[src/rtl/j0_membridge_pkg.sv]
// Shared types and constants for the j0 data-side memory bridge.
package j0_membridge_pkg;

    localparam int unsigned DATA_W     = 16;
    localparam int unsigned MEM_AW     = 16;
    localparam int unsigned IO_SEL_BIT = 15;

    typedef enum logic [2:0] {
        IDLE    = 3'd0,
        RD_REQ  = 3'd1,
        RD_DATA = 3'd2,
        RD_DONE = 3'd3,
        WR_REQ  = 3'd4
    } state_t;

endpackage

[src/rtl/j0_membridge.sv]
// j0 core data port bridge: stalled shared-RAM reads, posted shared-RAM writes,
// and zero-wait pass-through to the fast I/O register region.
module j0_membridge
    import j0_membridge_pkg::*;
#(
    parameter int unsigned ADDR_W = 12,
    parameter int unsigned IO_AW  = 4
) (
    input  logic              sys_clk_i,
    input  logic              sys_rst_n_i,
    input  logic              mem_rd,
    input  logic              mem_wr,
    input  logic [MEM_AW-1:0] mem_addr,
    input  logic [DATA_W-1:0] mem_dout,
    output logic [DATA_W-1:0] mem_din,
    output logic              pause,
    output logic              bus_req,
    input  logic              bus_gnt,
    output logic              bus_we,
    output logic [ADDR_W-1:0] bus_addr,
    output logic [DATA_W-1:0] bus_wdata,
    input  logic [DATA_W-1:0] bus_rdata,
    output logic              io_rd,
    output logic              io_wr,
    output logic [IO_AW-1:0]  io_addr,
    output logic [DATA_W-1:0] io_wdata,
    input  logic [DATA_W-1:0] io_rdata
);

    state_t            state;
    state_t            state_n;
    logic              pause_c;
    logic              load_rd;
    logic              load_wr;
    logic              capture;
    logic              io_sel;
    logic              granted;
    logic [DATA_W-1:0] rbuf;

    // Address bits between the RAM window and the region select alias away.
    logic unused_alias_bits;
    assign unused_alias_bits = ^mem_addr[IO_SEL_BIT-1:ADDR_W];

    assign io_sel  = mem_addr[IO_SEL_BIT];
    assign granted = bus_req & bus_gnt;

    // Next state, stall and buffer-load decisions.
    always_comb begin
        state_n = state;
        pause_c = 1'b0;
        load_rd = 1'b0;
        load_wr = 1'b0;
        capture = 1'b0;
        case (state)
            IDLE: begin
                if (mem_rd && !io_sel) begin
                    pause_c = 1'b1;
                    load_rd = 1'b1;
                    state_n = RD_REQ;
                end else if (mem_wr && !io_sel) begin
                    load_wr = 1'b1;
                    state_n = WR_REQ;
                end
            end
            RD_REQ: begin
                pause_c = 1'b1;
                if (granted) state_n = RD_DATA;
            end
            RD_DATA: begin
                pause_c = 1'b1;
                capture = 1'b1;
                state_n = RD_DONE;
            end
            RD_DONE: begin
                // The write half of a read-modify instruction only shows up here.
                if (mem_wr && !io_sel) begin
                    load_wr = 1'b1;
                    state_n = WR_REQ;
                end else begin
                    state_n = IDLE;
                end
            end
            WR_REQ: begin
                pause_c = 1'b1;
                if (granted) state_n = IDLE;
            end
            default: state_n = IDLE;
        endcase
    end

    always_ff @(posedge sys_clk_i or negedge sys_rst_n_i) begin
        if (!sys_rst_n_i) begin
            state <= IDLE;
        end else begin
            state <= state_n;
        end
    end

    // Bus outputs and the read/write buffers; bus_addr/bus_wdata double as wbuf.
    always_ff @(posedge sys_clk_i or negedge sys_rst_n_i) begin
        if (!sys_rst_n_i) begin
            bus_req   <= 1'b0;
            bus_we    <= 1'b0;
            bus_addr  <= '0;
            bus_wdata <= '0;
            rbuf      <= '0;
        end else begin
            bus_req <= (state_n == RD_REQ) || (state_n == WR_REQ);
            bus_we  <= (state_n == WR_REQ);
            if (load_rd || load_wr) bus_addr <= mem_addr[ADDR_W-1:0];
            if (load_wr) bus_wdata <= mem_dout;
            if (capture) rbuf <= bus_rdata;
        end
    end

    assign pause    = sys_rst_n_i & pause_c;
    assign mem_din  = (state == RD_DONE) ? rbuf : io_rdata;
    assign io_rd    = sys_rst_n_i & mem_rd & io_sel;
    assign io_wr    = sys_rst_n_i & mem_wr & io_sel;
    assign io_addr  = mem_addr[IO_AW-1:0];
    assign io_wdata = mem_dout;

endmodule

[config.mk]
export PLATFORM = sky130hd
export DESIGN_NAME = j0_membridge
export DESIGN_NICKNAME = d
export VERILOG_FILES = /design/src/rtl/j0_membridge_pkg.sv /design/src/rtl/j0_membridge.sv
export SDC_FILE = /design/constraint.sdc
export NUM_CORES = 1
export LEC_CHECK = 0
export ABC_AREA = 1
export BUFFER_PORTS_ARGS = -buffer_cell sky130_fd_sc_hd__buf_2
export CAP_MARGIN = 0
export CORE_UTILIZATION = 47
export DETAILED_ROUTE_END_ITERATION = 12
export PLACE_DENSITY_LB_ADDON = 0.3
export RECOVER_POWER = 50
export SLEW_MARGIN = 30
export SYNTH_ARGS = -nofsm -noshare
export SYNTH_HDL_FRONTEND = slang
export SYNTH_SLANG_ARGS = --single-unit
[constraint.sdc]
create_clock -name sys_clk_i -period 4.3 [get_ports sys_clk_i]
set_input_delay 1.075 -clock sys_clk_i [delete_from_list [all_inputs] [get_ports sys_clk_i]]
set_output_delay 1.075 -clock sys_clk_i [all_outputs]
set_load 0.005 [all_outputs]
== After elaboration in Yosys (flattened, before gate mapping) ==
Index checks and enable logic that the tools add are counted.
W data, S select, Z words.

* Flip-flop bits (word level): 49
* Bits of input ports: 69

* Bitwise logic cells: 6
* Mux-type cells: 14
* Equal/unequal tests: 6
* Reduce and logical (&&, ||, !) cells: 7

{| class="wikitable"
|+ Operators with widths
! cell !! count
|-
| $mux W16 || 1
|-
| $mux W3 || 5
|-
| $pmux W3 S5 || 1
|-
| $and A1 B1 Y1 || 6
|-
| $eq A3 B1 Y1 const B || 2
|-
| $eq A3 B2 Y1 const B || 2
|-
| $eq A3 B3 Y1 const B || 2
|-
| $mux W1 || 5
|-
| $pmux W1 S2 || 2
|-
| $logic_not A3 Y1 || 1
|-
| $reduce_or A3 Y1 || 1
|-
| $logic_and A1 B1 Y1 || 2
|-
| $logic_or A1 B1 Y1 || 2
|-
| $logic_not A1 Y1 || 1
|}

== Longest topological paths before layout ==
Gate-level depths: netlist of run 1.

* Word-level depth: 7
* Depth in mapped cells: 8
* Mapped depth without buffers: 7

== Worst setup path after synthesis of run 1 ==
Ideal clock, no wire load.

* Path kind: input to output
* From: input mem_rd
* To: output pause
* Data required time: 3.225 ns
* Buffers on the path: 0
* Setup slack: 1.705 ns
* Data arrival time: 1.520 ns
* Cell stages on the path: 6
* Cell sequence: inv_1 > nor2_1 > nand3_2 > nand2_1 > nor2_1 > nor2_1

* Word-level cells in the longest chain between the ends: 4

{| class="wikitable"
|+ Ends and longest elaborated chain
! item !! line !! text
|-
| start, declared || j0_membridge.sv:11 || <nowiki>input logic mem_rd,</nowiki>
|-
| $logic_and A1 B1 Y1 || j0_membridge.sv:56 || <nowiki>if (mem_rd && !io_sel) begin</nowiki>
|-
| $mux W1 || j0_membridge.sv:56 ||
|-
| $pmux W1 S2 || j0_membridge.sv:54 || <nowiki>case (state)</nowiki>
|-
| $and A1 B1 Y1 || j0_membridge.sv:116 || <nowiki>assign pause = sys_rst_n_i & pause_c;</nowiki>
|-
| end, declared || j0_membridge.sv:16 || <nowiki>output logic pause,</nowiki>
|}

Every way passes these cells.

== Worst setup path in the final report of run 1 ==
* From: register state[2]
* To: output pause

* Word-level cells in the longest chain between the ends: 4
* Elaborated cells between the ends (all ways): 7
* Classes of those cells: eq/ne (3); mux (1); bitwise (1); reduce/logical (2)

{| class="wikitable"
|+ Ends and longest elaborated chain
! item !! line !! text
|-
| start, declared || j0_membridge.sv:30 || <nowiki>state_t state;</nowiki>
|-
| start signal, assigned || j0_membridge.sv:95 || <nowiki>state <= state_n;</nowiki>
|-
| $eq A3 B3 Y1, or another cell as far along || j0_membridge.sv:54 ||
|-
| $reduce_or A3 Y1 (no line) || - ||
|-
| $pmux W1 S2 (*) || j0_membridge.sv:54 ||
|-
| $and A1 B1 Y1 (*) || j0_membridge.sv:116 ||
|}

Every way passes the cells marked *; elsewhere a longest branch is shown, timed or not.

==> metrics.txt, run 1 <==
FF+latch count, synth=49; met1 usage=23.35%; met3 Use GR=4.607%; max cap viols=1; 1st-iter DRT viols=84; clk_lat worst skew=0.29 ns; number of gates resized after cts=0; Worst R2R Setup Slack=2.07 ns; Fin Clk Skew=0.003977 ns; global route overflow=0; post-synthesis sequential area ratio=50.33%; Synth Cell Area=2436 um2; Crit Path Class=flip-flop to primary output; Die X=74.00 um; hpwl dp=3861 um; top cells by area, synth=dfrtp_1 (50%), nand2_1 (19%), buf_4 (6.8%), nand3_1 (4.1%), inv_1 (3.5%); antenna cells=0; root buffer cell=clkbuf_8; Max VDD drop=0.0003222 V; Post-Synthesis Cells=305; vias in the first global route=2010; FP Rows=25; Max FO, Critical Path=35; Die ar.=5475 um2; Reg2Reg Launch Point=state[0]; R2R depth=7; initial antenna violation count=0; # Post-CTS Setup Buffers=0; CP most frequent cell=nor2_1; Syn Nets=374; Worst Hold Endpoint=rbuf[13]; DRT Pass-1 Iters=4; cts hold-fix bufs=0; worst min path class=flip-flop to flip-flop; drt via density=4.699; TritonCTS clock tree=done; final hold vios=0; final hold slack=0.4909 ns; violated checks=capacitance limit, slew limit; Synth top area share=50.33%; Starting Density=50.25%; clock buffer depth=2; Power Dens Cells=591.2 nW/um2; TritonCTS buffer count=5; dpl ws=1.212 ns; number of port buffers=134; Final setup viols=0; crit path cell chain=inv_1 -> nand3_1 -> nand2_1 -> nor2_1 -> nor2_1 -> buf_2; Core Footprint=4848 um2; Least-Margin Pin Slew=2.594 ns; synth unique cells=17; leakage power=1.860 nW; Worst Setup End Kind=primary output; H-tree depth=2; Slowest Stage Delay on Critical Path=0.78 ns; RSZ-0062 raised after global routing=false; Startpoint Class=flip-flop; Period minus WS final=3.328 ns; Hold Crit Start=rbuf[13]; Fin Setup TNS=0 ns; clock sink count=49; DRC=0; status=finished, violations left; largest net degree at the start of global routing=50; layout cell share with drive strength beyond 1=33.82%; Top delay family on crit path=simple AND/OR/NAND/NOR gates; highest achievable clock rate=300.5 MHz; worst path required time=3.22 ns; total power=1.806 mW; Critical R2R Capture=bus_addr[4]; PnR worst setup slack=0.9718 ns; Ys Warns=0; syn_area_per_cell=7.987 um2; CP Buf/Inv Count=2; Antenna Violating Nets Remaining=0; Vert. Die Dim=74.00 um; Final Max Slew Viols=50; Fill cells=434; top cell type by total area after synthesis=dfrtp_1; WP data arrival=2.25 ns; average wire per standard cell=11.36 um; Total Routed Length=5465 um; Worst-path clk slew=0.08 ns; hold-critical path depth=2; met2 Use GR=37.37%; fin crit share=77.40%; first-pass GRT wire length=8480 um; layout overhead on the synthesized area=25.42%; max_slew headroom=-72.94%; CP max stage cell=nand3_1; GRT Max-Usage Layer=met2; nets@finish=482; All-Layer GR Usage=20.31%; via count=2260; I/O Pins=138; GPL Wtd Cong=0.7747
flip-flops by register name (all words and copies together), names as in the netlist:
signal / cells
bus_addr: 12
bus_we: 1
bus_req: 1
state: 3
bus_wdata: 16
rbuf: 16
worst max-delay path by stage:
stage	cells past startpoint	slack, ns	start	endpoint
after floorplan	6	1.71	mem_rd	pause
after global placement	8	1.22	mem_rd	pause
final	6	0.97	state[2]	pause
after global routing	2	0.57	sys_rst_n_i	state[1]
after CTS	8	1.21	mem_rd	pause
after detailed placement	8	1.21	mem_rd	pause
synthesized netlist by cell type (all sizes together):
cell and n:
buf 34, dfrtp 49, inv 25, nand2 130
nand3 23, nand4 13, nor2 10, nor3 3
o21ai 18
report_power, final:
group	leakage (nW)	switching [mW]	total (mW)	internal (mW)
Clock	0.0585	0.146	0.335	0.190
Sequential	0.610	0.128	0.814	0.687
Combinational	1.19	0.367	0.657	0.290
layout make-up:
cell class / count / area, um2 / area share, %
flip-flops and latches: 49 / 1226 / 40.13
repair buffers: 135 / 664.4 / 21.74
clock inverters: 1 / 30.03 / 0.9828
clock buffers: 7 / 86.33 / 2.826
inverters: 25 / 93.84 / 3.071
multi-input cells: 197 / 870.8 / 28.50
well taps: 67 / 83.83 / 2.744
routing by layer:
layer	routed length (um)	vias up
li1	-	1143
met1	2405	1001
met2	2575	109
met3	426	7
met4	58	0
met5	0	-
through the flow:
step	utilization [%]	instance area (um2)	instances
after floorplan	-	2436	305
after global placement	61.06	2960	473
after detailed placement	61.06	2960	473
after CTS	63.46	3077	481
after global routing	63.02	3055	481
final	63.02	3055	481
worst reg2reg max path: stages, from the launching register on:
cell and delay, ns:
dfrtp_1 0.40, inv_1 0.07, nand2_1 0.08, nor2_1 0.05
nand2_1 0.83, nand3_2 0.46, nand2_1 0.17, nand2_1 0.06
cells by family (layout without fill, tap and decap cells):
kind of cell | count (synthesis) | count (layout) | synth area share, %
compound gates | 18 | 18 | 3.698
flops | 49 | 49 | 50.33
simple gates | 179 | 179 | 32.36
buf+inv | 59 | 168 | 13.61
cell usage in the layout, fill, tap and decap left out, types with 2 or more instances in the layout:
master and count:
nor2_1 9, nor3_1 3, o21ai_0 18, buf_2 126, nand4_1 13, nand2_4 2, inv_1 24, nand3_1 21
nand2_1 127, clkbuf_8 6, clkbuf_1 10, dfrtp_1 49, nand3_2 2
Note: power is estimated with default switching activity, not from simulation.
==> run 2: changes to the inputs <==
--- a/config.mk
+++ b/config.mk
@@ -8,7 +8,7 @@
 export ABC_AREA = 1
 export BUFFER_PORTS_ARGS = -buffer_cell sky130_fd_sc_hd__buf_2
 export CAP_MARGIN = 0
-export CORE_UTILIZATION = 47
+export CORE_UTILIZATION = 44
 export DETAILED_ROUTE_END_ITERATION = 12
 export PLACE_DENSITY_LB_ADDON = 0.3
 export RECOVER_POWER = 50
==> constraint.sdc (replaced) <==
create_clock -name sys_clk_i -period 3.1 [get_ports sys_clk_i]
set_input_delay 0.775 -clock sys_clk_i [delete_from_list [all_inputs] [get_ports sys_clk_i]]
set_output_delay 0.775 -clock sys_clk_i [all_outputs]
set_load 0.005 [all_outputs]
==> metrics.txt, run 2 (synthesized netlist as in run 1, its figures left out) <==
Crit Path Class=input port to primary output; highest achievable clock rate=399.6 MHz; Die X=76.41 um (+3.3%); TritonCTS buffer count=5 (unchanged); max_slew headroom=21.58% (+95 points); Die ar.=5838 um2 (+6.6%); sw frac=35.57% (+0.13 points); first-pass GRT wire length=9294 um (+9.6%); R2R depth=7 (unchanged); Fin Clk Skew=0.006832 ns (+0.002855 ns); clk_lat worst skew=0.30 ns (about the same); final hold vios=0 (unchanged); All-Layer GR Usage=20.07% (-0.24 points); average wire per standard cell=11.44 um (+0.68%); hpwl dp=3798 um (-1.6%); final core utilization=59.09% (-3.9 points); initial antenna violation count=0 (unchanged); global route overflow=0 (unchanged); Reg2Reg Launch Point=state[0]; Worst R2R Setup Slack=0.81 ns (-1.26 ns); leakage power=1.875 nW (+0.77%); clock sink count=49 (unchanged); DRC=0 (unchanged); Critical R2R Capture=bus_addr[4]; Fin Setup TNS=0 ns (unchanged); largest net degree at the start of global routing=50 (unchanged); vias in the first global route=1962 (-2.4%); logic gate share of total power=36.5% (about the same); Final setup viols=0 (unchanged); max cap viols=0 (-1); H-tree depth=2 (unchanged); drt via density=4.621 (-1.7%); 1st-iter DRT viols=94 (+12%); dpl ws=0.5918 ns (-0.6206 ns); antenna cells=0 (unchanged); Final Max Slew Viols=0 (-100%); root buffer cell=clkbuf_8; commonest non-fill, non-tap cell in the layout=buf_2; cts hold-fix bufs=0 (unchanged); total power=2.522 mW (+40%); register share of total power=44.9% (-0.2 points); PnR worst setup slack=0.5973 ns (-0.3745 ns); DRT Pass-1 Iters=4 (unchanged); Period minus WS final=2.503 ns; # Post-CTS Setup Buffers=0 (unchanged); Int Power=1.625 mW (+39%); layout cell share with drive strength beyond 1=34.94% (+1.1 points); clock buffer depth=2 (unchanged); number of gates resized after cts=0 (unchanged); GPL Wtd Cong=0.7541 (-2.7%); part of the power in the clock network=18.6% (about the same); Worst Hold Endpoint=rbuf[14]; sw power=0.8970 mW (+40%); hold-critical path depth=2 (unchanged); Vert. Die Dim=76.41 um (+3.3%); fin crit share=80.73%; Core Footprint=5205 um2 (+7.4%); Worst-path clk slew=0.08 ns (about the same); largest registers=bus_wdata (16), rbuf (16), bus_addr (12); worst min path class=flip-flop to flip-flop; Startpoint Class=input port; commonest cells after routing, fill and taps aside=buf_2 (128), nand2_1 (127), dfrtp_1 (49); number of port buffers=134 (unchanged); Antenna Violating Nets Remaining=0 (unchanged); status=finished clean; worst path required time=2.32 ns (-0.90 ns); layout overhead on the synthesized area=26.25%; nets@finish=483 (+0.21%); Starting Density=46.80% (-3.4 points); Power Dens Cells=820.1 nW/um2 (+39%); WP data arrival=1.73 ns (-0.52 ns); Least-Margin Pin Slew=1.176 ns (-1.418 ns); Total Routed Length=5548 um (+1.5%); via count=2241 (-0.84%); I/O Pins=138 (unchanged); TritonCTS clock tree=done; Max FO, Critical Path=14 (-60%); RSZ-0062 raised after global routing=false; FP Rows=26 (+4.0%); Hold Crit Start=rbuf[14]; Max VDD drop=0.0004172 V (+29%); Worst Setup End Kind=primary output
[run 2: cell types whose count changed in the layout (fill, tap and decap cells not counted), sizes merged]
cell    previous run  this run
buf              126       130
clkbuf            16        13
[run 2: final cells by class]
cell class	count	area (um2)
clock buffer	7	86.33
clock inverter	1	30.03
tap	70	87.58
timing repair buffer	136	675.6
fill	488	2130
sequential	49	1226
inverter	25	93.84
multi-input combinational	197	875.8
[run 2: per-stage QoR]
step	hold slack, ns	area (um2)	cells
5_1_grt	0.5127	3075	485
3_3_place_gp	0.4685	2972	477
4_1_cts	0.4970	3088	485
2_1_floorplan	0.4534	2436	305
6_report	0.4920	3075	485
3_5_place_dp	0.4757	2972	477
[run 2: how the worst max path moves through the flow]
stage / from / to / slack, ns / cells after the start
3_3_place_gp: mem_rd / pause / 0.63 / 8
5_1_grt: state[1] / mem_din[4] / 0.44 / 6
4_1_cts: mem_rd / pause / 0.59 / 8
3_5_place_dp: mem_rd / pause / 0.59 / 8
6_report: mem_rd / pause / 0.60 / 8
2_1_floorplan: mem_rd / pause / 1.11 / 6
[run 2: power by group through the flow]
stage / logic, mW / registers (mW) / clock network (mW)
2_1_floorplan: 0.562 / 1.14 / 0
3_3_place_gp: 0.917 / 1.13 / 0
3_5_place_dp: 0.951 / 1.14 / 0
4_1_cts: 0.951 / 1.13 / 0.480
5_1_grt: 1.06 / 1.18 / 0.511
6_report: 0.921 / 1.13 / 0.468
[run 2: routing by layer]
metal,vias to the layer above,global-route usage [%],share of wire [%],wire length (um)
li1,1150,-,-,-
met1,979,23.89,45,2492
met2,108,35.23,46,2566
met3,4,5.749,8.1,452
met4,0,5.577,0.67,37
met5,-,0,0,0
[run 2: worst max-delay path: stages]
cell and delay, ns:
buf_2 0.10, inv_1 0.05, nor2_1 0.13, nand3_2 0.30, nand2_1 0.14, nor2_1 0.05, nor2_1 0.07, buf_2 0.11
==> run 3: changes to the inputs <==
==> constraint.sdc (replaced) <==
create_clock -name sys_clk_i -period 2.5 [get_ports sys_clk_i]
set_input_delay 0.625 -clock sys_clk_i [delete_from_list [all_inputs] [get_ports sys_clk_i]]
set_output_delay 0.625 -clock sys_clk_i [all_outputs]
set_load 0.005 [all_outputs]
==> metrics.txt, run 3 (synthesized netlist as in run 1, its figures left out) <==
Antenna Violating Nets Remaining=0 (unchanged); largest registers=bus_wdata (16), rbuf (16), bus_addr (12); clk_lat worst skew=0.29 ns (about the same); DRC=0 (unchanged); nets@finish=485 (+0.41%); clock buffer depth=2 (unchanged); Total Routed Length=5518 um (-0.54%); drt via density=4.717 (+2.1%); Period minus WS final=2.281 ns; GPL Wtd Cong=0.7523 (-0.24%); final hold slack=0.4940 ns (+0.001994 ns); final hold vios=0 (unchanged); H-tree depth=2 (unchanged); number of port buffers=134 (unchanged); register share of total power=44.9% (about the same); RSZ-0062 raised after global routing=false; fin crit share=91.23%; Fin Setup TNS=0 ns (unchanged); total power=3.129 mW (+24%); clock sink count=49 (unchanged); worst min path class=flip-flop to flip-flop; commonest cells after routing, fill and taps aside=buf_2 (129), nand2_1 (126), dfrtp_1 (49); Crit Path Class=flip-flop to primary output; TritonCTS clock tree=done; vias in the first global route=2025 (+3.2%); global route overflow=0 (unchanged); leakage power=1.883 nW (+0.47%); Core Footprint=5205 um2 (unchanged); layout cell share with drive strength beyond 1=35.25% (+0.31 points); FP Rows=26 (unchanged); antenna cells=0 (unchanged); Power Dens Cells=1014 nW/um2 (+24%); Final setup viols=0 (unchanged); max cap viols=0 (unchanged); Worst-path clk slew=0.08 ns (about the same); Fill cells=488 (unchanged); largest net degree at the start of global routing=50 (unchanged); Worst Setup End Kind=primary output; Critical R2R Capture=state[1]; hold-critical path depth=2 (unchanged); Max FO, Critical Path=18 (+4); Worst R2R Setup Slack=0.42 ns (-0.39 ns); Least-Margin Pin Slew=1.175 ns (-0.001849 ns); root buffer cell=clkbuf_8; I/O Pins=138 (unchanged); via count=2297 (+2.5%); Int Power=2.019 mW (+24%); Worst Setup EP=mem_din[4]; number of gates resized after cts=0 (unchanged); sw power=1.110 mW (+24%); layout overhead on the synthesized area=26.66%; Critical Path Source=state[1]; # Post-CTS Setup Buffers=0 (unchanged); TritonCTS buffer count=5 (unchanged); highest achievable clock rate=438.5 MHz; Vert. Die Dim=76.41 um (unchanged); cts hold-fix bufs=0 (unchanged); All-Layer GR Usage=19.25% (-0.82 points); average wire per standard cell=11.33 um (-0.95%); Die ar.=5838 um2 (unchanged); status=finished clean; WP data arrival=1.66 ns (-0.07 ns); Fin Clk Skew=0.005896 ns (-0.0009366 ns); worst path required time=1.88 ns (-0.44 ns); R2R depth=4 (-3); Final Max Slew Viols=0 (unchanged); sw frac=35.46% (-0.10 points); Die X=76.41 um (unchanged); commonest non-fill, non-tap cell in the layout=buf_2; part of the power in the clock network=18.2% (-0.4 points); first-pass GRT wire length=9087 um (-2.2%); Startpoint Class=flip-flop; hpwl dp=3922 um (+3.3%); initial antenna violation count=0 (unchanged); logic gate share of total power=36.9% (+0.4 points); DRT Pass-1 Iters=4 (unchanged); max_slew headroom=21.70% (+0.12 points); Starting Density=46.80% (unchanged); Reg2Reg Launch Point=state[2]; 1st-iter DRT viols=75 (-20%); Max VDD drop=0.0005405 V (+30%)
[run 3: changes by cell type in the layout (fill, tap and decap cells not counted)]
cell and change:
buf_2 +1, buf_1 -1, nand3_2 -1, nand2_2 +1, o21ai_0 +1, nand3_1 +1
clkbuf_1 +1, buf_4 +1, nand2_1 -1, o21ai_1 -1
[run 3: worst min path at each step]
stage / start / end / slack (ns)
global route: mem_addr[10] / bus_addr[10] / 0.51
global placement: rbuf[2] / rbuf[2] / 0.47
CTS: rbuf[14] / rbuf[14] / 0.50
finish: rbuf[7] / rbuf[7] / 0.49
detailed placement: rbuf[14] / rbuf[14] / 0.48
floorplan: sys_rst_n_i / bus_addr[0] / 0.33
[run 3: layer usage]
metal	share of wire, %	up-vias	global-route usage [%]
met3	8.1	9	5.150
met2	47	114	34.50
met5	0	-	0
met4	1.3	0	5.769
li1	-	1156	-
met1	43	1018	22.33
[run 3: stage by stage]
| stage | std cells | setup WS [ns] | area, um2 | utilization, % |
|---|---|---|---|---|
| 2_1_floorplan | 305 | 0.8050 | 2436 | - |
| 3_3_place_gp | 479 | 0.5599 | 2987 | 57.38 |
| 3_5_place_dp | 479 | 0.4983 | 2987 | 57.38 |
| 4_1_cts | 487 | 0.1658 | 3103 | 59.62 |
| 5_1_grt | 487 | 0.04984 | 3085 | 59.28 |
| 6_report | 487 | 0.2193 | 3085 | 59.28 |
[run 3: critical path, stage by stage (launching register included)]
cell and delay, ns:
dfrtp_1 0.42, nand2_2 0.11, nor2_8 0.24, inv_1 0.27, nand2_1 0.13, nand2_1 0.06
buf_2 0.12
[run 3: layout make-up]
cell class	instances	area (um2)	area share [%]
clock inverters	1	30.03	0.9732
inverters	25	93.84	3.041
multi-input cells	197	873.3	28.30
repair buffers	138	688.2	22.30
flip-flops and latches	49	1226	39.74
clock buffers	7	86.33	2.798
well taps	70	87.58	2.839
[run 3: power groups by stage]
stage	sequential, mW	combinational (mW)	clock, mW
after floorplan	1.41	0.697	0
final	1.40	1.15	0.571
after detailed placement	1.40	1.19	0
after global placement	1.40	1.15	0
after global routing	1.45	1.31	0.619
after CTS	1.40	1.19	0.585
